--- config.mk ---
export PLATFORM = sky130hd
export DESIGN_NAME = abro_fsm
export DESIGN_NICKNAME = d
export VERILOG_FILES = /design/src/rtl/abro_pkg.sv /design/src/rtl/abro_fsm.sv
export SDC_FILE = /design/constraint.sdc
export NUM_CORES = 1
export LEC_CHECK = 0
export ABC_AREA = 0
export CORE_AREA = 5 5 42 44
export CTS_CLUSTER_DIAMETER = 30
export CTS_CLUSTER_SIZE = 40
export DETAILED_ROUTE_END_ITERATION = 16
export DIE_AREA = 0 0 47 49
export GPL_ROUTABILITY_DRIVEN = 0
export PLACE_DENSITY = 0.39
export SETUP_SLACK_MARGIN = 0.05
export SYNTH_ARGS = -nofsm -noshare
export SYNTH_HDL_FRONTEND = slang
export SYNTH_SLANG_ARGS = --single-unit
--- constraint.sdc ---
create_clock -name clk -period 1.5 [get_ports clk]
set_input_delay 0.3 -clock clk [delete_from_list [all_inputs] [get_ports clk]]
set_output_delay 0.3 -clock clk [all_outputs]
set_load 0.05 [all_outputs]
--- src/rtl/abro_pkg.sv ---
// ----------------------------------------------------------------------------
// abro_pkg
// Shared types and helpers for the ABRO controller.
//   abro_state_e   : 4-bit one-hot state encoding (ST_IDLE/ST_GOT_A/ST_GOT_B/ST_DONE)
//   STATE_W        : width of the exported state vector
//   is_legal_state : true when exactly one bit of a state value is set
// ----------------------------------------------------------------------------
package abro_pkg;

    localparam int STATE_W = 4;

    typedef enum logic [STATE_W-1:0] {
        ST_IDLE  = 4'b0001,  // neither A nor B captured
        ST_GOT_A = 4'b0010,  // A captured, waiting for B
        ST_GOT_B = 4'b0100,  // B captured, waiting for A
        ST_DONE  = 4'b1000   // both captured; held until reset
    } abro_state_e;

    // x & (x-1) clears the lowest set bit, so a zero result on a non-zero
    // value means exactly one bit was set.
    function automatic logic is_legal_state(input logic [STATE_W-1:0] s);
        return (s != '0) && ((s & (s - 4'd1)) == '0);
    endfunction

endpackage

--- src/rtl/abro_fsm.sv ---
// ----------------------------------------------------------------------------
// abro_fsm
// Moore ABRO controller: waits until both A and B have been seen high (either
// order, or together), then raises O and stays done until reset.
//
// Ports:
//   clk    in   1  rising-edge clock
//   reset  in   1  asynchronous, active-low reset
//   A      in   1  event A, level-sampled each rising edge
//   B      in   1  event B, level-sampled each rising edge
//   O      out  1  "both seen" flag, registered
//   state  out  4  one-hot state register (debug/observation)
//
// Build option:
//   ABRO_PULSE_EN  defined   -> O pulses for one cycle on entry to DONE
//                  undefined -> O is high for as long as the FSM is in DONE
// ----------------------------------------------------------------------------
module abro_fsm
    import abro_pkg::*;
(
    input  logic               clk,
    input  logic               reset,
    input  logic               A,
    input  logic               B,
    output logic               O,
    output logic [STATE_W-1:0] state
);

    abro_state_e st;
    abro_state_e nxt;

`ifdef ABRO_PULSE_EN
    logic done_q;  // "was in DONE" as of the previous edge
`endif

    assign state = st;

    // Next-state logic. Anything that is not a legal one-hot code falls back
    // to IDLE so an upset state register recovers in one edge.
    always_comb begin
        nxt = ST_IDLE;
        if (is_legal_state(st)) begin
            case (st)
                ST_IDLE: begin
                    if (A && B)  nxt = ST_DONE;
                    else if (A)  nxt = ST_GOT_A;
                    else if (B)  nxt = ST_GOT_B;
                    else         nxt = ST_IDLE;
                end
                ST_GOT_A: nxt = B ? ST_DONE : ST_GOT_A;
                ST_GOT_B: nxt = A ? ST_DONE : ST_GOT_B;
                ST_DONE:  nxt = ST_DONE;
                default:  nxt = ST_IDLE;
            endcase
        end
    end

    // O is registered off the next state so it lines up exactly with the
    // state register (no extra cycle of latency).
    always_ff @(posedge clk or negedge reset) begin
        if (!reset) begin
            st <= ST_IDLE;
            O  <= 1'b0;
`ifdef ABRO_PULSE_EN
            done_q <= 1'b0;
`endif
        end else begin
            st <= nxt;
`ifdef ABRO_PULSE_EN
            done_q <= (nxt == ST_DONE);
            O      <= (nxt == ST_DONE) && !done_q;
`else
            O      <= (nxt == ST_DONE);
`endif
        end
    end

endmodule

* Word level (Yosys, flattened, before mapping)
Index checks and enable logic that the tools add are counted.
Storage, ports and cells: flip-flop bits (word level) 5, latch bits 0, memory bits (writable) 0, bits in read-only memories 0, input port bits 4, output and inout bits 5, logic and storage cells 20, memories kept 0
Cells by class: add/subtract/negate cells 1, multipliers 0, divide/modulo/power cells 0, $lt $le $gt $ge 0, equal/unequal tests 5, shift-type cells 0, mux-type cells 7, bitwise operators 1, reduce and logical (&&, ||, !) cells 4
Operators by type and width (count):
- 2-to-1 mux 4 bit | 4
- one-hot mux 4 bit (4 select lines) | 1
- equality test 4 bit (second input constant) | 2
- 2-to-1 mux 3 bit | 2
- bitwise AND 4 bit | 1
- equality test 4 x 1 -> 1 bit (second input constant) | 1
- equality test 4 x 2 -> 1 bit (second input constant) | 1
- equality test 4 x 3 -> 1 bit (second input constant) | 1
- logical NOT 4 bit | 1
- nonzero test 4 bit | 1
- subtractor 4 x 1 -> 4 bit (second input constant) | 1
- logical AND 1 bit | 2

* Longest topological paths before layout
Gate-level depths: netlist (run 1).
depth in word-level cells 6, mapped depth 4, mapped depth without buffers 3

* Worst setup path after synthesis (run 1)
OpenSTA, ideal clock, no wires.
path type register -> register, start register st[1], in the netlist state[1], end register st[0], in the netlist state[0], setup time 0.094 ns, arrival 1.300 ns, slack 0.106 ns, cell stages (with the launch flop) 5, path buffers 1, clock period less this slack 1.394 ns, cells stage by stage dfrtp_1 -> buf_6 -> or3b_1 -> o22ai_1 -> a21oi_1
Between the ends: word-level cells in the longest chain between the ends 5, elaborated cells on any way between the ends 11, classes of those cells add/sub (1); eq/ne (4); mux (2); bitwise (1); reduce/logical (3)
Ends and longest elaborated chain:
- start, declared | RTL line abro_fsm.sv:29 | abro_state_e st;
- start signal, assigned | RTL line abro_fsm.sv:68 | st <= nxt;
- subtractor 4 x 1 -> 4 bit | RTL line abro_pkg.sv:22 | return (s != '0) && ((s & (s - 4'd1)) == '0);
- bitwise AND 4 bit | RTL line abro_pkg.sv:22
- logical NOT 4 bit | RTL line abro_pkg.sv:22
- logical AND 1 bit | RTL line abro_pkg.sv:22
- 2-to-1 mux 4 bit * | RTL line abro_fsm.sv:42 | if (is_legal_state(st)) begin
- named net nxt[0] | RTL line abro_fsm.sv:30 | abro_state_e nxt;
Mark *: on every way through the listed nets, which the timed path passes. The rest lies on a longest branch.

* Worst setup path after layout (run 1)
start register st[0], in the netlist state[0], end output state[0]
RTL lines:
- end, declared | RTL line abro_fsm.sv:26 | output logic [STATE_W-1:0] state
No word-level cell between the ends.

==> impl_metrics.yaml, run 1 <==
critical_path:
  r2r_start: "state[0]"
  crit_path_start_kind: "flip-flop"
  max_stage_delay_ns: 0.60
  critPathMaxFanout: 8
  reg2reg_to: "state[0]"
  path_buf_inv: 1
  reg2reg_slack_ns: 0.25
  required_ns: 1.20
  startpoint: "state[0]"
  crit_path_cell_trace: "buf_12"
  critPathTopFamily: "flip-flops"
  endpoint_kind: "primary output"
  worstRegToRegCells: 3
  worstSetupPathType: "reg2out"
  arrival_ns: 1.00
  slowest_stage: "dfstp_2"
floorplanning:
  boundaryPins: 9
  die_h_um: 49
  start_util: 0.187
  dieArea_um2: 2300
  rows: 14
  core_area_um2: 1400
  dieWidth_um: 47
hold_path:
  hold_class: "in2async"
detailed_routing:
  drt_pass1_iterations: 2
  wl_per_cell_um: 11.2
  vias: 248
  antenna_left: 0
  drc: 0
  dr.first_iter.drc_count: 6
  via_per_inst: 4.59
  routed_wl_um: 607
outcome:
  status: "finished, final reports clean"
clocking:
  cts_made_buffers: 3
  htreeDepth: 1
  cts_tree: "yes"
  numClockSinks: 5
  cts_hold_buf: 0
  post-cts-setup-buffers: 0
  clock_latency_ns: 0.24
  root_buffer: "clkbuf_4"
  post_cts_resized: 0
  clockBufferDepth: 2
  clk_pin_slew_ns: 0.04
synthesis:
  synthesis.area_um2: 262
  postSynthRegisterBits: 5
  synth_warnings: 0
  synth_cell_types: 15
  synth_area_leaders: "dfrtp_1 (38%), dfstp_2 (10%), o41ai_1 (6.7%)"
  synth_area_leader_cell: "dfrtp_1"
  synth_top_area_frac: 0.383
  syn_nets: 29
  synth_seq_area_share: 0.483
  synth_cells: 25
  syn_avg_cell_area_um2: 10.5
flow_run:
  maxCapViolCount: 0
sta:
  setup_viol_count_final: 0
  maxSlewViolCount: 0
  setup_slack_ns: 0.202
  hold_viol: 0
  period_share: 0.865
  tns_ns: 0
  clock.fmax_mhz: 770
  grt_setup_unrepaired: "no"
  finClkSkew_ns: 0.000946
  fin_crit_ns: 1.30
  worst_pin_slew_ns: 0.349
  slew_headroom: 0.764
finish:
  final_nets: 43
  area_delta_synth_final_pct: 68.9
  num_antenna_cells: 0
  drive_above_1_share: 0.316
global_route:
  overflow: 0
  antenna_found_initial: 0
  grt_max_degree: 9
  grt_pass1_wl_um: 986
  grtUsageTotal: 0.0602
  grt_pass1_vias: 229
power_and_ir_drop:
  pwr_density_cell_nw_per_um2: 2440
  peakVddDrop_mv: 1.12
  leakage_uw: 0.000193
place:
  dp_worst_setup_slack_ns: 0.108
  port_buffers: 8
[cell usage after synthesis (all sizes together)]
| cell | n |
|---|---|
| o22ai | 1 |
| a41oi | 1 |
| and3b | 2 |
| buf | 1 |
| a21oi | 3 |
| dfstp | 1 |
| or3b | 1 |
| dfrtp | 4 |
| o41ai | 2 |
| inv | 3 |
| nor2 | 2 |
| nor4b | 1 |
| nor4 | 2 |
| xnor2 | 1 |
[worst register-to-register path: cells and delay by family, from the launching register on]
family / cells / cell delay (ns)
flops: 1 / 0.60
compound gates: 2 / 0.20
simple gates: 1 / 0.36
[power by group]
part	switching [µW]	internal (µW)
registers	104	203
logic	312	308
clock network	49.9	100
total	465	611
[how the worst max path moves through the flow]
| stage | endpoint | cells past startpoint |
|---|---|---|
| after floorplan | state[0] | 4 |
| after global placement | O | 4 |
| after detailed placement | O | 4 |
| after CTS | state[0] | 1 |
| after global routing | O | 3 |
| final | state[0] | 1 |
[layout by cell type, fill, tap and decap left out, drive strengths merged]
cell           Yosys  routed
clkbuf             0       4
a21oi              3       3
dfstp              1       1
dfrtp              4       4
buf                1       7
o22ai              1       1
or3b               1       1
nor4               2       2
nor4b              1       1
and3b              2       2
a41oi              1       1
xnor2              1       1
inv                3       3
nor2               2       2
o41ai              2       2
clkdlybuf4s50      0       3
[final cells by class]
| class | count | area (µm²) |
|---|---|---|
| clock buffer | 4 | 26.3 |
| inverter | 3 | 11.3 |
| tap | 16 | 20.0 |
| sequential | 5 | 126 |
| fill | 141 | 960 |
| multi-input combinational | 16 | 113 |
| timing repair buffer | 10 | 145 |
[sequential cells by signal, summed over array words and instances, names as in the netlist]
signal  flops
state       4
O           1
[metrics by stage]
stage / hold slack [ns] / total power (µW) / cell area [µm²] / utilization / cells
2_1_floorplan: 0.00441 / 625 / 262 / - / 25
3_3_place_gp: 0.531 / 929 / 415 / 0.296 / 50
3_5_place_dp: 0.537 / 937 / 415 / 0.296 / 50
4_1_cts: 0.283 / 1090 / 442 / 0.315 / 54
5_1_grt: 0.306 / 1140 / 442 / 0.315 / 54
6_report: 0.285 / 1080 / 442 / 0.315 / 54
[kinds of logic after synthesis]
kind of cell | Yosys count | share of synthesized area
buffers and inverters | 4 | 0.0861
flip-flops | 5 | 0.483
AND/OR/NAND/NOR | 8 | 0.215
XOR/XNOR | 1 | 0.0335
AO/OA/AOI/OAI | 7 | 0.182
[routing by layer]
metal | global-route usage | wire length (µm) | share of wire | vias to the layer above
met5 | 0 | 0 | 0 | -
met4 | 0.0415 | 0 | 0 | 0
met3 | 0.0258 | 47 | 0.077 | 0
met2 | 0.0837 | 301 | 0.50 | 9
met1 | 0.0716 | 257 | 0.42 | 118
li1 | - | - | - | 121
(Power assumes the default switching activity.)
==> run 2: changes to the inputs <==
Settings changed: CTS_BUF_LIST set to sky130_fd_sc_hd__clkbuf_2.
==> run 2 against run 1 <==
Die area unchanged. Routed wire length up 5.1%. Clock-buffer cell count unchanged. Non-clock buffer count unchanged. First-iteration DRC count unchanged. Hold slack better by 0.025 ns. Sequential power about the same. Final area down 1.4%. Critical path depth unchanged.
==> impl_metrics.yaml, run 2 (same netlist as run 1, synthesis figures left out) <==
critical_path:
  path_buf_inv: 1
  reg2reg_to: "state[0]"
  worstSetupPathType: "reg2out"
  critPathTopFamily: "flip-flops"
  required_ns: 1.20
  crit_path_start_kind: "flip-flop"
  crit_path_cell_trace: "buf_12"
  critPathMaxFanout: 8
  reg2reg_slack_ns: 0.23
  worstRegToRegCells: 3
  max_stage_delay_ns: 0.61
  slowest_stage: "dfstp_2"
  arrival_ns: 0.98
  endpoint_kind: "primary output"
  r2r_start: "state[0]"
finish:
  final_cells: 54
  multi_input_area_um2: 113
  area_delta_synth_final_pct: 66.5
  largest_reg_flops: 4
  fill_cells: 141
  final_nets: 43
  num_antenna_cells: 0
  fin_area_um2: 435
  finish.utilization: 0.311
  drive_above_1_share: 0.342
  layout_common_cells: "buf_12 (5), dfrtp_1 (4), clkbuf_2 (4)"
  layout_commonest_cell: "buf_12"
  seqCellArea_um2: 126
clocking:
  post-cts-setup-buffers: 0
  numClockSinks: 5
  clk_pin_slew_ns: 0.05
  post_cts_resized: 0
  clock_latency_ns: 0.21
  root_buffer: "clkbuf_2"
  cts_made_buffers: 3
  cts_hold_buf: 0
  clockBufferDepth: 2
  htreeDepth: 1
  cts_tree: "yes"
power_and_ir_drop:
  leakage_uw: 0.000195
  pwr_density_cell_nw_per_um2: 2420
  peakVddDrop_mv: 0.927
sta:
  slew_headroom: 0.761
  maxSlewViolCount: 0
  hold_viol: 0
  fin_crit_ns: 1.28
  finClkSkew_ns: 0.00106
  grt_setup_unrepaired: "no"
  setup_viol_count_final: 0
  clock.fmax_mhz: 781
  period_share: 0.854
  tns_ns: 0
  worst_pin_slew_ns: 0.354
floorplanning:
  core_area_um2: 1400
  die_h_um: 49
  rows: 14
  dieArea_um2: 2300
  dieWidth_um: 47
  start_util: 0.187
  boundaryPins: 9
detailed_routing:
  dr.first_iter.drc_count: 6
  antenna_left: 0
  via_per_inst: 4.69
  drc: 0
  wl_per_cell_um: 11.8
  vias: 253
  drt_pass1_iterations: 4
  routed_wl_um: 638
place:
  place_area_um2: 415
  port_buffers: 8
  placed_cells: 50
outcome:
  status: "finished, final reports clean"
global_route:
  grtUsageTotal: 0.0636
  overflow: 0
  grt_max_degree: 9
  grt_pass1_vias: 245
  grt_pass1_wl_mm: 1.04
  antenna_found_initial: 0
hold_path:
  hold_class: "in2async"
flow_run:
  maxCapViolCount: 0
run 2: cell counts in the layout (fill, tap and decap cells not counted):
No cell type changed its count.
run 2: cell type report:
| type | instances | share of cell area |
|---|---|---|
| timing repair buffer | 10 | 0.333 |
| sequential | 5 | 0.290 |
| multi-input combinational | 16 | 0.259 |
| clock buffer | 4 | 0.0460 |
| tap | 16 | 0.0460 |
| inverter | 3 | 0.0259 |
run 2: per-stage QoR:
| stage | worst slack (ns) | hold WS [ns] | power [µW] |
|---|---|---|---|
| detailed placement | 0.108 | 0.537 | 937 |
| finish | 0.219 | 0.311 | 1050 |
| CTS | 0.204 | 0.303 | 1070 |
| global route | 0.137 | 0.318 | 1120 |
| global placement | 0.142 | 0.531 | 929 |
| floorplan | 0.106 | 0.00441 | 625 |
run 2: worst max path at each step:
stage | from | end | slack, ns | cells past startpoint
after CTS | state[0] | state[0] | 0.20 | 1
after global routing | state[0] | O | 0.14 | 3
after global placement | B | O | 0.14 | 4
after floorplan | state[1] | state[0] | 0.11 | 4
after detailed placement | B | O | 0.11 | 4
final | state[0] | state[0] | 0.22 | 1
run 2: power by group:
group	leakage (µW)	total (µW)	internal, µW	switching [µW]
Sequential	0.0000640	308	202	105
Combinational	0.000114	624	308	316
Clock	0.0000166	120	70.5	50.0
run 2: per-layer routing:
metal  global-route usage  vias up  part of all wire
met1               0.0690      121              0.42
met5                    0        -                 0
met4               0.0415        0                 0
li1                     -      119                 -
met3               0.0258        0             0.080
met2               0.0973       13              0.50
